<file path="src/rtl/rv32i_types.sv">
// Shared RV32I front-end types.
// Defines the 32-bit machine word, the canonical NOP encoding
// (addi x0, x0, 0) and the packed {pc, ir} record held by the IF/ID buffer.
package rv32i_types;

    typedef logic [31:0] rv32i_word;

    // addi x0, x0, 0: what decode sees whenever the buffer is empty
    localparam rv32i_word NOP_INSTR = 32'h00000013;

    typedef struct packed {
        rv32i_word pc;
        rv32i_word ir;
    } if_id_entry_t;

    // Even parity over one entry. Not used inside the buffer itself; it lets
    // a future storage-protection wrapper share one definition with this file.
    function automatic logic entry_parity(input if_id_entry_t e);
        return ^{e.pc, e.ir};
    endfunction

endpackage

</file>
<file path="src/rtl/if_id_buffer.sv">
// IF/ID decoupling buffer.
// A circular FIFO of DEPTH {pc, ir} entries that sits between fetch and
// decode. The head entry is presented combinationally to decode; anything
// pushed at an edge becomes visible only after that edge.
//
// Ports:
//   clk        - sole clock, rising edge
//   rst        - synchronous active-high reset, highest priority
//   flush      - drop every held entry and ignore this cycle's push/pop
//   IF_valid   - fetch presents an instruction this cycle
//   IF_pc_out  - PC of the presented instruction
//   IF_ir_out  - presented instruction word
//   IF_ready   - buffer can accept a push (not full)
//   ID_ready   - decode consumes the head entry this cycle
//   ID_valid   - head entry is valid (not empty)
//   ID_pc      - PC of head entry (0 when empty)
//   ID_ir      - instruction of head entry (NOP when empty)
//   count      - number of occupied entries
module if_id_buffer
    import rv32i_types::*;
#(
    parameter int DEPTH = 2
) (
    input  logic                       clk,
    input  logic                       rst,
    input  logic                       flush,
    input  logic                       IF_valid,
    input  rv32i_word                  IF_pc_out,
    input  rv32i_word                  IF_ir_out,
    output logic                       IF_ready,
    input  logic                       ID_ready,
    output logic                       ID_valid,
    output rv32i_word                  ID_pc,
    output rv32i_word                  ID_ir,
    output logic [$clog2(DEPTH):0]     count
);

    localparam int PTR_W = (DEPTH > 1) ? $clog2(DEPTH) : 1;
    localparam int CNT_W = $clog2(DEPTH) + 1;
    localparam logic [CNT_W-1:0] DEPTH_C = CNT_W'(DEPTH);
    localparam logic [CNT_W-1:0] CNT_ONE = CNT_W'(1);
    localparam logic [PTR_W-1:0] PTR_ONE = PTR_W'(1);

    if_id_entry_t          entries_r [DEPTH];
    logic [PTR_W-1:0]      wr_ptr_r;
    logic [PTR_W-1:0]      rd_ptr_r;
    logic [CNT_W-1:0]      count_r;
    logic                  push_s;
    logic                  pop_s;
    logic                  not_empty_s;
    logic                  not_full_s;

    // Occupancy flags; IF_ready deliberately ignores ID_ready so a full
    // buffer never accepts a push even while it is being popped.
    always_comb begin
        not_empty_s = (count_r != {CNT_W{1'b0}});
        not_full_s  = (count_r < DEPTH_C);
        push_s      = IF_valid && not_full_s && !flush;
        pop_s       = not_empty_s && ID_ready && !flush;
    end

    // Entry storage: written on push only, never cleared (pointers and count
    // alone decide what is visible).
    always_ff @(posedge clk) begin
        if (push_s) begin
            entries_r[wr_ptr_r] <= '{pc: IF_pc_out, ir: IF_ir_out};
        end
    end

    // Pointer and occupancy state. DEPTH is a power of two, so the pointers
    // wrap modulo DEPTH by natural overflow.
    always_ff @(posedge clk) begin
        if (rst) begin
            wr_ptr_r <= {PTR_W{1'b0}};
            rd_ptr_r <= {PTR_W{1'b0}};
            count_r  <= {CNT_W{1'b0}};
        end else if (flush) begin
            wr_ptr_r <= {PTR_W{1'b0}};
            rd_ptr_r <= {PTR_W{1'b0}};
            count_r  <= {CNT_W{1'b0}};
        end else begin
            if (push_s) begin
                wr_ptr_r <= wr_ptr_r + PTR_ONE;
            end
            if (pop_s) begin
                rd_ptr_r <= rd_ptr_r + PTR_ONE;
            end
            case ({push_s, pop_s})
                2'b10:   count_r <= count_r + CNT_ONE;
                2'b01:   count_r <= count_r - CNT_ONE;
                default: count_r <= count_r;
            endcase
        end
    end

    // Head presentation; an empty buffer shows PC 0 and a NOP so decode
    // never sees stale storage.
    always_comb begin
        IF_ready = not_full_s;
        ID_valid = not_empty_s;
        count    = count_r;
        if (not_empty_s) begin
            ID_pc = entries_r[rd_ptr_r].pc;
            ID_ir = entries_r[rd_ptr_r].ir;
        end else begin
            ID_pc = 32'h0000_0000;
            ID_ir = NOP_INSTR;
        end
    end

endmodule

</file>
<file path="config.mk">
export PLATFORM = sky130hd
export DESIGN_NAME = if_id_buffer
export DESIGN_NICKNAME = d
export VERILOG_FILES = /design/src/rtl/rv32i_types.sv /design/src/rtl/if_id_buffer.sv
export SDC_FILE = /design/constraint.sdc
export NUM_CORES = 1
export LEC_CHECK = 0
export BUFFER_PORTS_ARGS = -buffer_cell sky130_fd_sc_hd__buf_2
export CAP_MARGIN = 20
export CORE_MARGIN = 2
export CORE_UTILIZATION = 40
export CTS_CLUSTER_SIZE = 40
export DETAILED_ROUTE_END_ITERATION = 10
export GPL_TIMING_DRIVEN = 0
export SYNTH_ARGS = -nofsm -noshare
export SYNTH_HDL_FRONTEND = slang
export SYNTH_SLANG_ARGS = --single-unit
</file>
<file path="constraint.sdc">
create_clock -name clk -period 8.5 [get_ports clk]
set_input_delay 0.425 -clock clk [delete_from_list [all_inputs] [get_ports clk]]
set_output_delay 0.425 -clock clk [all_outputs]
set_load 0.05 [all_outputs]
</file>
==> metrics.log, run 1 <==
INFO  metric cts_sink_cnt = between 100 and 150
INFO  metric area_growth_syn_to_layout = 31.53%
INFO  metric synth-main-ff-cell = sky130_fd_sc_hd__edfxtp_1
INFO  metric crit-reg2reg-launch = count[1]$_SDFFE_PP0P_
INFO  metric floorplan.die_area = ~0.013 mm^2
INFO  metric fin_tns_setup = 0 ns
INFO  metric nets = 525
INFO  metric leakagePower = ~2.5 nW
INFO  metric number_of_synthesis_warnings = 0
INFO  metric crit_path_max_fanout = 10
INFO  metric die-height = ~120 um
INFO  metric drv_cap = 0
INFO  metric hold_start = IF_pc_out[15]
INFO  metric synth_fp_nets = 366
INFO  metric slowest_delay = ~0.56 ns
INFO  metric finalCriticalPeriod = 2.613 ns
INFO  metric fin_area = between 0.006 and 0.007 mm^2
INFO  metric post_dp_cell_area = roughly 0.0060 mm^2
INFO  metric synth_simple_gate_area_share = between 5 and 6%
INFO  metric data_arrival_critical_path = ~2.2 ns
INFO  metric setup.worst_path.class = reg2out
INFO  metric preCtsSetupSlack = roughly 6.2 ns
INFO  metric post-synth-top-area-fraction = about three quarters
INFO  metric final.period_utilization = between 30% and 40%
INFO  metric vias = about 2900
INFO  metric initial_utilization = between 40% and 50%
INFO  metric finalSetupViolCount = 0
INFO  metric global_route.usage.total = between 10 and 15%
INFO  metric clk_transition_reported_paths = roughly 0.050 ns
INFO  metric detailed_place_hpwl = 6426 um
INFO  metric grt_first_pass_wirelength = between 10000 and 15000 um
INFO  metric final_max_slew_viol_count = 0
INFO  metric synthDominantAreaCellType = sky130_fd_sc_hd__edfxtp_1
INFO  metric startpoint_type = flip-flop
INFO  metric crit_path_cell_trace = nor2_1 -> clkbuf_1 -> nor2_1 -> buf_2
INFO  metric post-place-cells = around 600
INFO  metric post-route-util = between 50% and 60%
INFO  metric post_synth_num_cell_types = 17
INFO  metric worst_slew_pin_slew = around 0.69 ns
INFO  metric number_of_enable_flip_flop_cells_after_synthesis = 128
INFO  metric synth_cells = a little under 300
INFO  metric slowest_library_cell_on_the_worst_path = sky130_fd_sc_hd__nor2_1
INFO  metric wirelength = 9586 um
INFO  metric drt.antenna.violating_nets = 0
INFO  metric relSlewSlack = roughly 54%
INFO  metric worst_setup_path_end_kind = output port
INFO  metric synth.mux.area_fraction = around an eighth
INFO  metric clock_tree.htree_level_count = 4
INFO  metric grt_pass1_vias = ~2900
INFO  metric clock.fmax = roughly 380 MHz
INFO  metric min_to = entries_r[1][47]$_DFFE_PP_
INFO  metric finalClockSkew = 0.01244 ns
INFO  metric finalWeightedCongestion = 0.6989
INFO  metric synth_fa_ha_area_share = less than 1%
INFO  metric first_iter_violations = approximately 110
INFO  metric fin_hold_ws = 0.1961 ns
INFO  metric via_per_inst = around 4.6
INFO  metric postSynth.asyncResetShare = 0%
INFO  metric final_routed_drc_violation_total = 0
INFO  metric largest_family_of_logic_cells_by_synthesized_area = multiplexers
INFO  metric ys_seq_elements = about 130
INFO  metric cells_resized_by_post_cts_repair = 0
INFO  metric core_region_area = between 0.01 and 0.015 mm^2
INFO  metric critical_path_buf_inv_count = 2
INFO  metric rsz_0062_raised_after_global_routing = no
INFO  metric globalRoute.totalOverflow = 0
INFO  metric seq_area_frac_synth = 78.68%
INFO  metric reg2reg_to = count[1]$_SDFFE_PP0P_
INFO  metric drtPass1Iterations = 6
INFO  metric r2r.worst_path.cells = 5
INFO  metric worst_hold_path.num_cells = 1
INFO  metric synth.cell_area = between 0.005 and 0.006 mm^2
INFO  metric cts_setup_buffers = 0
INFO  metric wirelength_per_cell = 15.07 um
INFO  metric critical-path-top-delay-family = buffers and inverters
INFO  metric min-delay-path-class = in2reg
INFO  metric worst-endpoint-required = roughly 8.1 ns
INFO  metric report.power.total = approximately 1.6 mW
INFO  metric fillCellCount = 1039
INFO  metric vdd_ir_drop_max = about 0.15 mV
INFO  metric largest_net_degree_at_the_start_of_global_routing = 32
INFO  metric diodes = 0
INFO  metric ff2ff_setup_slack = 6.73 ns
INFO  metric worst_slack = between 5 and 6 ns
INFO  metric rows = 40
INFO  metric initial_antenna_violation_count = 0
INFO  metric final_hold_viol_count = 0
INFO  metric synth-compound-area-share = 0.3495%
INFO  metric worst_skew_pair.late_latency = about 0.41 ns
INFO  metric synth_xor_area_share = less than 1%
INFO  metric clk_path_buf_depth = 2
INFO  metric cellPowerDensity = 239.5 mW/mm^2
INFO  metric pin_count = approximately 140
INFO  metric ctsRootBufferMaster = sky130_fd_sc_hd__clkbuf_16
INFO  metric share_of_post_route_cells_with_drive_strength_above_1 = between 30% and 40%
INFO  metric outcome = complete, no violations
INFO  metric path_common_cell = sky130_fd_sc_hd__nor2_1
INFO  metric die_x = approximately 120 um
INFO  metric yosys-top-cells-area = sky130_fd_sc_hd__edfxtp_1 77%, sky130_fd_sc_hd__mux2i_1 13%, sky130_fd_sc_hd__nor2_1 4.9%, sky130_fd_sc_hd__dfxtp_1 2.0%, sky130_fd_sc_hd__buf_2 0.70%
INFO  metric cts_tree = yes
INFO  metric placement.io_buffers = ~140
INFO  metric fin_cells = about 640
INFO  metric synthesized_area_per_cell = 16.93 um^2
INFO  metric cts-hold-fix-buffers = 0
INFO  metric cts_buffers = 17
worst register-to-register path: cells and delay by family (launching register included):
family | cells | cell delay, ns
fa+ha+maj | 1 | 0.37
simple gates | 3 | 0.75
flops | 1 | 0.36
compound gates | 1 | 0.21
Yosys cell counts (2+ instances only):
cell type and n:
sky130_fd_sc_hd__edfxtp_1 128, sky130_fd_sc_hd__nor2_1 65, sky130_fd_sc_hd__mux2i_1 64, sky130_fd_sc_hd__buf_2 7, sky130_fd_sc_hd__clkbuf_1 6, sky130_fd_sc_hd__dfxtp_1 5
sky130_fd_sc_hd__nor3_1 4, sky130_fd_sc_hd__inv_1 3, sky130_fd_sc_hd__nand2_1 3, sky130_fd_sc_hd__o21ai_0 2, sky130_fd_sc_hd__xnor2_1 2, sky130_fd_sc_hd__xor2_1 2
worst max path at each step:
stage	startpoint	endpoint	cells after the start
2_1_floorplan	count[1]$_SDFFE_PP0P_	entries_r[0][0]$_DFFE_PP_	3
3_3_place_gp	IF_valid	entries_r[1][2]$_DFFE_PP_	4
3_5_place_dp	count[1]$_SDFFE_PP0P_	ID_pc[18]	4
4_1_cts	count[1]$_SDFFE_PP0P_	ID_pc[18]	4
5_1_grt	count[1]$_SDFFE_PP0P_	ID_pc[27]	4
6_report	count[1]$_SDFFE_PP0P_	ID_pc[18]	4
kinds of logic (layout without fill, tap and decap cells):
group | Yosys count | after routing
buffers and inverters | 16 | 188
flip-flops | 133 | 133
multiplexers | 64 | 64
XOR/XNOR | 4 | 4
adder cells (fa/ha/maj) | 1 | 1
AO/OA/AOI/OAI | 3 | 3
AND/OR/NAND/NOR | 75 | 75
sequential cells by signal, indices dropped and copies added (netlist names), named ones only:
name and flops:
rd_ptr_r 1, wr_ptr_r 1, entries_r 128, count 2
metal layers:
layer | GRT usage, % | wire [um] | vias to the layer above
met5 | 0 | 0 | -
met4 | 6.905 | 140 | 0
met3 | 5.492 | 646 | 11
met2 | 23.51 | 4630 | 100
met1 | 17.16 | 4168 | 1375
li1 | - | - | 1420
placed cells by master, fill, tap and decap left out, drive strengths merged, types with 3 or more instances in the layout:
cell / n
clkbuf: 24
nand2: 3
mux2i: 64
buf: 147
nor3: 4
edfxtp: 128
dfxtp: 5
clkinv: 9
nor2: 65
inv: 3
bufinv: 4
report_power, final:
part	switching, mW	total [mW]	internal (mW)
registers	0.00474	0.746	0.741
clock network	0.248	0.730	0.482
logic	0.0719	0.103	0.0312
total	0.325	1.58	1.25
final cells by class:
class | instances | area [um^2] | share of cell area (%)
multi-input cells | 147 | 1015 | 15.39
repair buffers | 140 | 760.7 | 11.54
clock buffers | 18 | 429.2 | 6.510
well taps | 168 | 210.2 | 3.188
clock inverters | 14 | 165.2 | 2.505
flip-flops and latches | 133 | 3944 | 59.82
inverters | 3 | 11.26 | 0.1708
plain buffers | 13 | 57.56 | 0.8730
No activity file was read; power rests on OpenSTA's default activity.
==> run 2: changes to the inputs <==
--- a/config.mk
+++ b/config.mk
@@ -5,6 +5,7 @@
 export SDC_FILE = /design/constraint.sdc
 export NUM_CORES = 1
 export LEC_CHECK = 0
+export ABC_AREA = 1
 export BUFFER_PORTS_ARGS = -buffer_cell sky130_fd_sc_hd__buf_2
 export CAP_MARGIN = 20
 export CORE_MARGIN = 2
==> constraint.sdc (replaced) <==
create_clock -name clk -period 2.7 [get_ports clk]
set_input_delay 0.135 -clock clk [delete_from_list [all_inputs] [get_ports clk]]
set_output_delay 0.135 -clock clk [all_outputs]
set_load 0.05 [all_outputs]
==> run 2 against run 1 <==
Sequential share of layout area fell by 5.1 points. Wire length rose by 19%. Via count rose by 27%. Synthesized area rose by 0.17%. Clock power rose to 2.7 times the previous value. Total power rose to 3.0 times the previous value. Critical path type is now reg2reg. Largest power group unchanged. Highest routed layer unchanged.
==> metrics.log, run 2 <==
INFO  metric worst_slack = 0.5268 ns (-5.361 ns)
INFO  metric postSynth.asyncResetShare = 0% (unchanged)
INFO  metric share_of_post_route_cells_with_drive_strength_above_1 = 30.52% (-6.7 points)
INFO  metric r2r.worst_path.cells = 8 (+3)
INFO  metric report.power.total = 4.743 mW (+200%)
INFO  metric grt_pass1_vias = 3736 (+29%)
INFO  metric diodes = 0 (unchanged)
INFO  metric initial_utilization = 41.46% (+0.072 points)
INFO  metric synth_commonest_cells = 134 x sky130_fd_sc_hd__nand2_1, 128 x sky130_fd_sc_hd__edfxtp_1, 62 x sky130_fd_sc_hd__a21oi_1
INFO  metric die_x = 116.0 um (about the same)
INFO  metric slowest_library_cell_on_the_worst_path = sky130_fd_sc_hd__dlygate4sd3_1
INFO  metric outcome = complete, no violations
INFO  metric core_region_area = 0.01211 mm^2 (unchanged)
INFO  metric fin_area = 0.007209 mm^2 (+9.4%)
INFO  metric worst_hold_path.num_cells = 3 (+2)
INFO  metric cts_tree = yes
INFO  metric cts_buffers = 17 (unchanged)
INFO  metric finalClockSkew = 0.004273 ns (-0.008167 ns)
INFO  metric vdd_ir_drop_max = 0.4639 mV (+200%)
INFO  metric detailed_place_hpwl = 7183 um (+12%)
INFO  metric clock_tree.htree_level_count = 4 (unchanged)
INFO  metric vias = 3692 (+27%)
INFO  metric worst_skew_pair.late_latency = 0.41 ns (about the same)
INFO  metric worst_slew_pin_slew = 0.5573 ns (-0.1293 ns)
INFO  metric leakagePower = 2.932 nW (+19%)
INFO  metric post_dp_cell_area = 0.006042 mm^2 (+0.73%)
INFO  metric yosys-top-cells-area = sky130_fd_sc_hd__edfxtp_1 77%, sky130_fd_sc_hd__nand2_1 10%, sky130_fd_sc_hd__a21oi_1 6.2%, sky130_fd_sc_hd__dfxtp_1 2.0%, sky130_fd_sc_hd__buf_2 1.2%
INFO  metric post-synth-top-area-fraction = 76.55% (-0.13 points)
INFO  metric cts_setup_buffers = 0 (unchanged)
INFO  metric rsz_0062_raised_after_global_routing = no
INFO  metric preCtsSetupSlack = 0.8873 ns (-5.316 ns)
INFO  metric mostFrequentLayoutCell = sky130_fd_sc_hd__buf_2
INFO  metric grt_first_pass_wirelength = 17830 um (+26%)
INFO  metric rows = 40 (unchanged)
INFO  metric largest_register_ff_count = 128 (unchanged)
INFO  metric nets = 675 (+29%)
INFO  metric via_per_inst = 4.709 (+3.1%)
INFO  metric drv_cap = 0 (unchanged)
INFO  metric largest_net_degree_at_the_start_of_global_routing = 28 (-13%)
INFO  metric globalRoute.totalOverflow = 0 (unchanged)
INFO  metric pin_count = 137 (unchanged)
INFO  metric min-delay-path-class = in2reg
INFO  metric fillCellCount = 1020 (-1.8%)
INFO  metric slowest_delay = 0.58 ns (+0.02 ns)
INFO  metric first_iter_violations = 210 (+88%)
INFO  metric clk_path_buf_depth = 2 (unchanged)
INFO  metric worst-endpoint-required = 3.05 ns (-5.03 ns)
INFO  metric placement.io_buffers = 136 (unchanged)
INFO  metric final.period_utilization = 80.49%
INFO  metric cts_sink_cnt = 133 (unchanged)
INFO  metric relSlewSlack = 62.76% (+8.7 points)
INFO  metric final_max_slew_viol_count = 0 (unchanged)
INFO  metric wirelength = 11390 um (+19%)
INFO  metric drtPass1Iterations = 4 (-2)
INFO  metric final_hold_viol_count = 0 (unchanged)
INFO  metric crit_path_max_fanout = 8 (-2)
INFO  metric post_synth_num_cell_types = 17 (unchanged)
INFO  metric logic_depth_of_the_worst_setup_path_including_buffers = 8 (+4)
INFO  metric ff2ff_setup_slack = 0.53 ns (-6.20 ns)
INFO  metric cells_resized_by_post_cts_repair = 0 (unchanged)
INFO  metric synth_cells = 379 (+28%)
INFO  metric area_growth_syn_to_layout = 43.58%
INFO  metric finalWeightedCongestion = 0.6883 (-1.5%)
INFO  metric finalSetupViolCount = 0 (unchanged)
INFO  metric ys_seq_elements = 133 (unchanged)
INFO  metric final_routed_drc_violation_total = 0 (unchanged)
INFO  metric fin_hold_ws = 0.03953 ns (-0.1566 ns)
INFO  metric wirelength_per_cell = 14.52 um (-3.7%)
INFO  metric floorplan.die_area = 0.01347 mm^2 (+0.17%)
INFO  metric ctsRootBufferMaster = sky130_fd_sc_hd__clkbuf_16
INFO  metric startpoint_type = flip-flop
INFO  metric finalCriticalPeriod = about 2.2 ns
INFO  metric critical-path-top-delay-family = buffers and inverters
INFO  metric number_of_synthesis_warnings = 0 (unchanged)
INFO  metric synth-main-ff-cell = sky130_fd_sc_hd__edfxtp_1
INFO  metric max_flop_register = entries_r
INFO  metric seq_area_frac_synth = 78.54% (-0.14 points)
INFO  metric data_arrival_critical_path = 2.52 ns (+0.33 ns)
INFO  metric clock.fmax = ~460 MHz
INFO  metric number_of_enable_flip_flop_cells_after_synthesis = 128 (unchanged)
INFO  metric cellPowerDensity = 657.9 mW/mm^2 (+170%)
INFO  metric worst_setup_path_end_kind = flip-flop
INFO  metric critical_path_buf_inv_count = 2 (unchanged)
INFO  metric die-height = 116.0 um (about the same)
INFO  metric crit_path_cell_trace = nor2_4 -> inv_2 -> nand2_1 -> nor2_1 -> ha_1 -> xor2_1 -> nor3_1 -> dlygate4sd3_1
INFO  metric synth.cell_area = 0.005021 mm^2 (+0.17%)
INFO  metric final_cell_mix = 148 x sky130_fd_sc_hd__buf_2, 134 x sky130_fd_sc_hd__nand2_1, 128 x sky130_fd_sc_hd__edfxtp_1, 66 x sky130_fd_sc_hd__dlygate4sd3_1, 62 x sky130_fd_sc_hd__a21oi_1
INFO  metric synthesized_area_per_cell = 13.25 um^2 (-22%)
INFO  metric global_route.usage.total = 17.86% (+3.4 points)
INFO  metric drt.antenna.violating_nets = 0 (unchanged)
INFO  metric clk_transition_reported_paths = 0.05 ns (about the same)
INFO  metric synthDominantAreaCellType = sky130_fd_sc_hd__edfxtp_1
INFO  metric initial_antenna_violation_count = 0 (unchanged)
INFO  metric synth_fp_nets = 449 (+23%)
INFO  metric setup.worst_path.class = reg2reg
INFO  metric yosysMostFrequentCell = sky130_fd_sc_hd__nand2_1
==> run 2: repair_timing <==
item,4_1_cts,5_1_grt
endpoints found under the setup margin,0,0
hold buffers,66,0
endpoints found under the hold margin,129,0
==> run 2: cells by family after synthesis <==
family | share of synthesized area [%]
flops | 78.54
buf+inv | 2.841
fa+ha+maj | 0.2492
xor+xnor | 0.1745
simple gates | 11.79
compound gates | 6.404
==> run 2: area by class of cell <==
type | instances | area (um^2) | area share, %
Inverter | 8 | 30.03 | 0.4165
Sequential cell | 133 | 3944 | 54.70
Clock buffer | 23 | 447.9 | 6.213
Multi-Input combinational cell | 219 | 949.7 | 13.17
Buffer | 19 | 112.6 | 1.562
Tap cell | 168 | 210.2 | 2.916
Timing Repair Buffer | 207 | 1456 | 20.20
Clock inverter | 7 | 58.81 | 0.8157
==> run 2: final timing paths <==
kind | start | endpoint
max | count[0]$_SDFFE_PP0P_ | count[0]$_SDFFE_PP0P_
min | ID_ready | flip-flop
max reg2reg | count[0]$_SDFFE_PP0P_ | count[0]$_SDFFE_PP0P_
min reg2reg | rd_ptr_r$_SDFFE_PP0P_ | flip-flop
==> run 2: worst min-delay path, cell delays in order <==
cell	delay (ns)
sky130_fd_sc_hd__buf_2	0.10
sky130_fd_sc_hd__a21oi_1	0.08
sky130_fd_sc_hd__nor2_1	0.09
==> run 2: where the power goes <==
part | internal, mW | switching (mW) | leakage (nW) | total [mW]
Sequential | 2.33 | 0.0146 | 1.22 | 2.34
Combinational | 0.155 | 0.244 | 1.46 | 0.399
Clock | 1.24 | 0.762 | 0.252 | 2.00
==> run 2: layer usage <==
metal	global-route usage, %	part of all wire [%]
met1	20.57	41
met2	29.94	50
met3	6.590	7.1
met4	8.016	1.7
met5	0	0
==> run 2: through the flow <==
step | utilization, % | TNS (ns) | instances
finish | 59.52 | 0 | 784
global route | 59.52 | 0 | 784
CTS | 59.52 | 0 | 784
detailed placement | 49.89 | 0 | 688
global placement | 48.85 | -131.29 | 683
floorplan | - | -81.20 | 379
